**src/rtl/wb_arb.sv**
```systemverilog
// Round-robin Wishbone arbiter: NM masters share one decoder/slave bus.
// Grant is held for a master's whole cyc tenure; a watchdog flags stalled strobes.
module wb_arb #(
  parameter int NM  = 2,
  parameter int AW  = 30,
  parameter int DW  = 32,
  parameter int TMO = 255
) (
  input  logic             clk_i,
  input  logic             rst_i,
  input  logic [NM-1:0]    m_cyc_i,
  input  logic [NM-1:0]    m_stb_i,
  input  logic [NM-1:0]    m_we_i,
  input  logic [NM*AW-1:0] m_adr_i,
  input  logic [NM*DW-1:0] m_dat_i,
  output logic [DW-1:0]    m_dat_o,
  output logic [NM-1:0]    m_ack_o,
  output logic [NM-1:0]    m_err_o,
  output logic             s_cyc_o,
  output logic             s_stb_o,
  output logic             s_we_o,
  output logic [AW-1:0]    s_adr_o,
  output logic [DW-1:0]    s_dat_o,
  input  logic [DW-1:0]    s_dat_i,
  input  logic             s_ack_i
);

  localparam int GW = (NM > 1) ? $clog2(NM) : 1;
  localparam int WW = $clog2(TMO + 1);
  localparam logic [WW-1:0] WDOG_LAST = WW'(TMO - 1);
  localparam logic [GW-1:0] LAST_RST  = GW'(NM - 1);

  logic          busy_q, busy_d;
  logic [GW-1:0] gnt_q, gnt_d;
  logic [GW-1:0] last_q, last_d;
  logic [WW-1:0] wdog_q, wdog_d;

  logic          cyc_sel, stb_sel, stall_last;
  logic [GW-1:0] rr_pick;
  logic          rr_hit;

  // Scan starting just after the previous owner so every requester gets a turn.
  always_comb begin
    rr_pick = gnt_q;
    rr_hit  = 1'b0;
    for (int i = 1; i <= NM; i++) begin
      if (!rr_hit && m_cyc_i[(int'(last_q) + i) % NM]) begin
        rr_hit  = 1'b1;
        rr_pick = GW'((int'(last_q) + i) % NM);
      end
    end
  end

  always_comb begin
    cyc_sel    = busy_q & m_cyc_i[gnt_q];
    stb_sel    = cyc_sel & m_stb_i[gnt_q];
    stall_last = stb_sel & ~s_ack_i & (wdog_q == WDOG_LAST);
    s_cyc_o    = cyc_sel;
    s_stb_o    = stb_sel;
    s_we_o     = busy_q & m_we_i[gnt_q];
    s_adr_o    = m_adr_i[int'(gnt_q)*AW +: AW];
    s_dat_o    = m_dat_i[int'(gnt_q)*DW +: DW];
    m_dat_o    = busy_q ? s_dat_i : '0;
    m_ack_o    = '0;
    m_err_o    = '0;
    // Acks and errors are discarded while reset is held.
    if (!rst_i) begin
      m_ack_o[gnt_q] = stb_sel & s_ack_i;
      m_err_o[gnt_q] = stall_last;
    end
  end

  always_comb begin
    busy_d = busy_q;
    gnt_d  = gnt_q;
    last_d = last_q;
    wdog_d = '0;
    if (busy_q) begin
      if (!m_cyc_i[gnt_q]) begin
        busy_d = 1'b0;
        last_d = gnt_q;
      end else if (stb_sel && !s_ack_i) begin
        wdog_d = (wdog_q == WDOG_LAST) ? '0 : wdog_q + WW'(1);
      end
    end else if (rr_hit) begin
      busy_d = 1'b1;
      gnt_d  = rr_pick;
    end
  end

  always_ff @(posedge clk_i) begin
    if (rst_i) begin
      busy_q <= 1'b0;
      gnt_q  <= '0;
      last_q <= LAST_RST;
      wdog_q <= '0;
    end else begin
      busy_q <= busy_d;
      gnt_q  <= gnt_d;
      last_q <= last_d;
      wdog_q <= wdog_d;
    end
  end

endmodule

```
**config.mk**
```make
export PLATFORM = sky130hd
export DESIGN_NAME = wb_arb
export DESIGN_NICKNAME = d
export VERILOG_FILES = /design/src/rtl/wb_arb.sv
export SDC_FILE = /design/constraint.sdc
export NUM_CORES = 1
export LEC_CHECK = 0
export ABC_AREA = 1
export CAP_MARGIN = 15
export CORE_AREA = 2 2 103 105
export DETAILED_ROUTE_END_ITERATION = 6
export DIE_AREA = 0 0 105 107
export SYNTH_ARGS = -nofsm -noshare
export SYNTH_HDL_FRONTEND = slang
export SYNTH_SLANG_ARGS = --single-unit
```
**constraint.sdc**
```tcl
create_clock -name clk_i -period 1.2 [get_ports clk_i]
set_input_delay 0.24 -clock clk_i [delete_from_list [all_inputs] [get_ports clk_i]]
set_output_delay 0.24 -clock clk_i [all_outputs]
set_load 0.02 [all_outputs]
```
==> impl_metrics.json <==
{
  "grt_pass1_wl_mm": 18.44,
  "finalHoldViolations": 0,
  "cts_buffer_depth": 2,
  "dr.pass1.iters": 4,
  "clock_sinks": 11,
  "antennaDiodeCount": 0,
  "layout_common_cells": "clkdlybuf4s50_1, buf_6, nand2_2, nand2_4, nand2_1",
  "max_slew_margin_pct": 87.02,
  "ys_types": 20,
  "antenna_found_initial": 0,
  "hold_path_class": "input pin to flop",
  "ios": 266,
  "ir_worst_vdd_mv": 0.3814,
  "crit_path_start": "gnt_q",
  "place.gp.congestion": 0.8133,
  "hold_buffers": 0,
  "synthArstFlopShare_pct": 0,
  "critPathCaptureType": "primary output",
  "cp.arrival_ns": 1.45,
  "drive_gt1_share_pct": 60.70,
  "dp_worst_setup_slack_ns": -1.056,
  "wl_per_cell_um": 17.09,
  "setup_slack_ns": -0.4915,
  "fin_crit_ns": 1.692,
  "grt_usage_pct": 20.56,
  "use_met1_pct": 22.80,
  "io_buffers": 265,
  "worstPathRequired_ns": 0.96,
  "synth_edf_count": 0,
  "r2r_start": "busy_q",
  "crit_fanout": 6,
  "synth-seq-cells": 11,
  "synth_nets": 522,
  "via_count": 3573,
  "maxCapViolCount": 0,
  "die_w_um": 105,
  "cts_root_buffer": "clkbuf_8",
  "insertion_delay_ns": 0.24,
  "die_h_um": 107,
  "drv_slew": 0,
  "fillCellCount": 742,
  "nNetsFinal": 855,
  "powerDensity_mw_per_mm2": 581.9,
  "utilization_pct": 66.40,
  "ff2ff_path_depth": 7,
  "fmax_mhz": 591.2,
  "rsz0062_at_grt": "true",
  "crit-reg2reg-capture": "gnt_q",
  "criticalPathCategory": "flop to primary output",
  "cts_buffers": 3,
  "ys.flop_type": "dfxtp_1",
  "fp.coreArea_mm2": 0.01009,
  "clk_pin_slew_ns": 0.05,
  "power_leakage_nw": 3.448,
  "status": "complete, but fails checks",
  "ys_warn_count": 0,
  "rows": 37,
  "mappedNetlistArea_mm2": 0.001610,
  "fin_area_mm2": 0.006701,
  "syn_inst": 355,
  "violations": "negative setup slack",
  "grt_most_used_layer": "met2",
  "critical_path.startpoint_type": "flop",
  "drt-initial-drc-count": 208,
  "cts_max_level": 1,
  "grt_pass1_vias": 3584,
  "grt_max_degree": 27,
  "start_util_pct": 15.96,
  "min_period_over_period_pct": 141.0,
  "hpwl_mm": 8.213,
  "use_met2_pct": 39.15,
  "area_delta_synth_final_pct": 316.2,
  "avgSynthCellArea_um2": 4.536,
  "drc": 0,
  "fin_skew_ns": 0.002222,
  "ant_nets": 0,
  "vias_per_cell": 4.341,
  "setup_viol": 112,
  "wl_mm": 14.07,
  "grt-ovfl-total": 0,
  "cts_tree": "built",
  "worstMarginPinSlew_ns": 0.1940,
  "placed_area_mm2": 0.004556,
  "crit_end": "s_dat_o[8]",
  "r2r_setup_slack_ns": -0.10,
  "yosysSeqAreaShare_pct": 13.68,
  "die-area_mm2": 0.01124,
  "gr-usage-met3_pct": 4.316,
  "final_common_cell": "clkdlybuf4s50_1"
}
[repair_timing]
action	4_1_cts	5_1_grt
endpoints found under the hold margin	0	0
gates resized for setup	705	299
setup endpoints to repair	110	112
pin swaps	15	65
buffers inserted	40	18
gates cloned	10	5
[where the power goes]
group          switching [mW]  internal [mW]  total, mW  leakage, nW
registers              0.0154          0.375      0.390       0.0915
logic                    1.41           1.73       3.14         3.33
clock network           0.132          0.233      0.365       0.0228
total                    1.56           2.34       3.90         3.45
[sequential cells by signal, indices dropped and copies added (netlist names)]
register,cells
wdog_q,8
busy_q,1
gnt_q,1
last_q,1
[through the flow]
stage | total power, mW | TNS [ns] | instances | hold slack [ns]
2_1_floorplan | 1.138 | -0.4424 | 355 | 0.4033
4_1_cts | 3.359 | -36.92 | 811 | 0.4463
5_1_grt | 4.057 | -40.37 | 823 | 0.4639
6_report | 3.899 | -35.96 | 823 | 0.4445
3_3_place_gp | 2.352 | -57.79 | 759 | 0.4477
3_5_place_dp | 2.358 | -59.75 | 759 | 0.4646
[cell type report]
cell class                 instances  area (um^2)  share of cell area [%]
clock buffer                       4        45.04                  0.6721
inverter                          46        182.7                   2.726
multi-input combinational        280         2098                   31.31
sequential                        11        230.2                   3.435
tap                              136        170.2                   2.539
timing repair buffer             346         3975                   59.32
[synthesized netlist by cell type (2+ instances only)]
library cell,number,area share [%]
a21oi_1,2,0.62
buf_1,5,1.2
buf_2,9,2.8
clkbuf_1,4,0.93
dfxtp_1,11,14
ha_1,2,1.6
inv_1,45,10
nand2_1,236,55
nand3_1,4,1.2
nand3_2,2,1.2
nand4_1,2,0.78
nor2_1,19,4.4
o21ai_0,3,0.93
o21ai_1,2,0.62
xor2_1,4,2.2
[logic make-up after synthesis]
logic type / after synthesis / synth area share, %
buffers and inverters: 64 / 15.62
adder cells (fa/ha/maj): 2 / 1.554
XOR/XNOR: 5 / 2.719
AND/OR/NAND/NOR: 266 / 64.26
AO/OA/AOI/OAI: 7 / 2.175
flip-flops: 11 / 13.68
[worst min path at each step]
stage | slack (ns) | cells after the start | to | start
3_3_place_gp | 0.45 | 2 | last_q | last_q
5_1_grt | 0.46 | 3 | gnt_q | m_cyc_i[1]
2_1_floorplan | 0.40 | 2 | gnt_q | m_cyc_i[1]
4_1_cts | 0.45 | 3 | gnt_q | m_cyc_i[1]
3_5_place_dp | 0.46 | 2 | last_q | last_q
6_report | 0.44 | 3 | gnt_q | m_cyc_i[1]
[layer usage]
layer,share of wire (%),up-vias
met4,2.5,0
li1,-,1695
met5,0,-
met1,36,1674
met3,7.2,31
met2,54,173
[critical path, cell delays in order, from the launching register on]
cell,delay (ns)
dfxtp_4,0.43
buf_12,0.13
buf_12,0.14
buf_16,0.14
buf_8,0.14
nand2_2,0.06
nand2_2,0.06
buf_6,0.12
(Power assumes the default switching activity.)
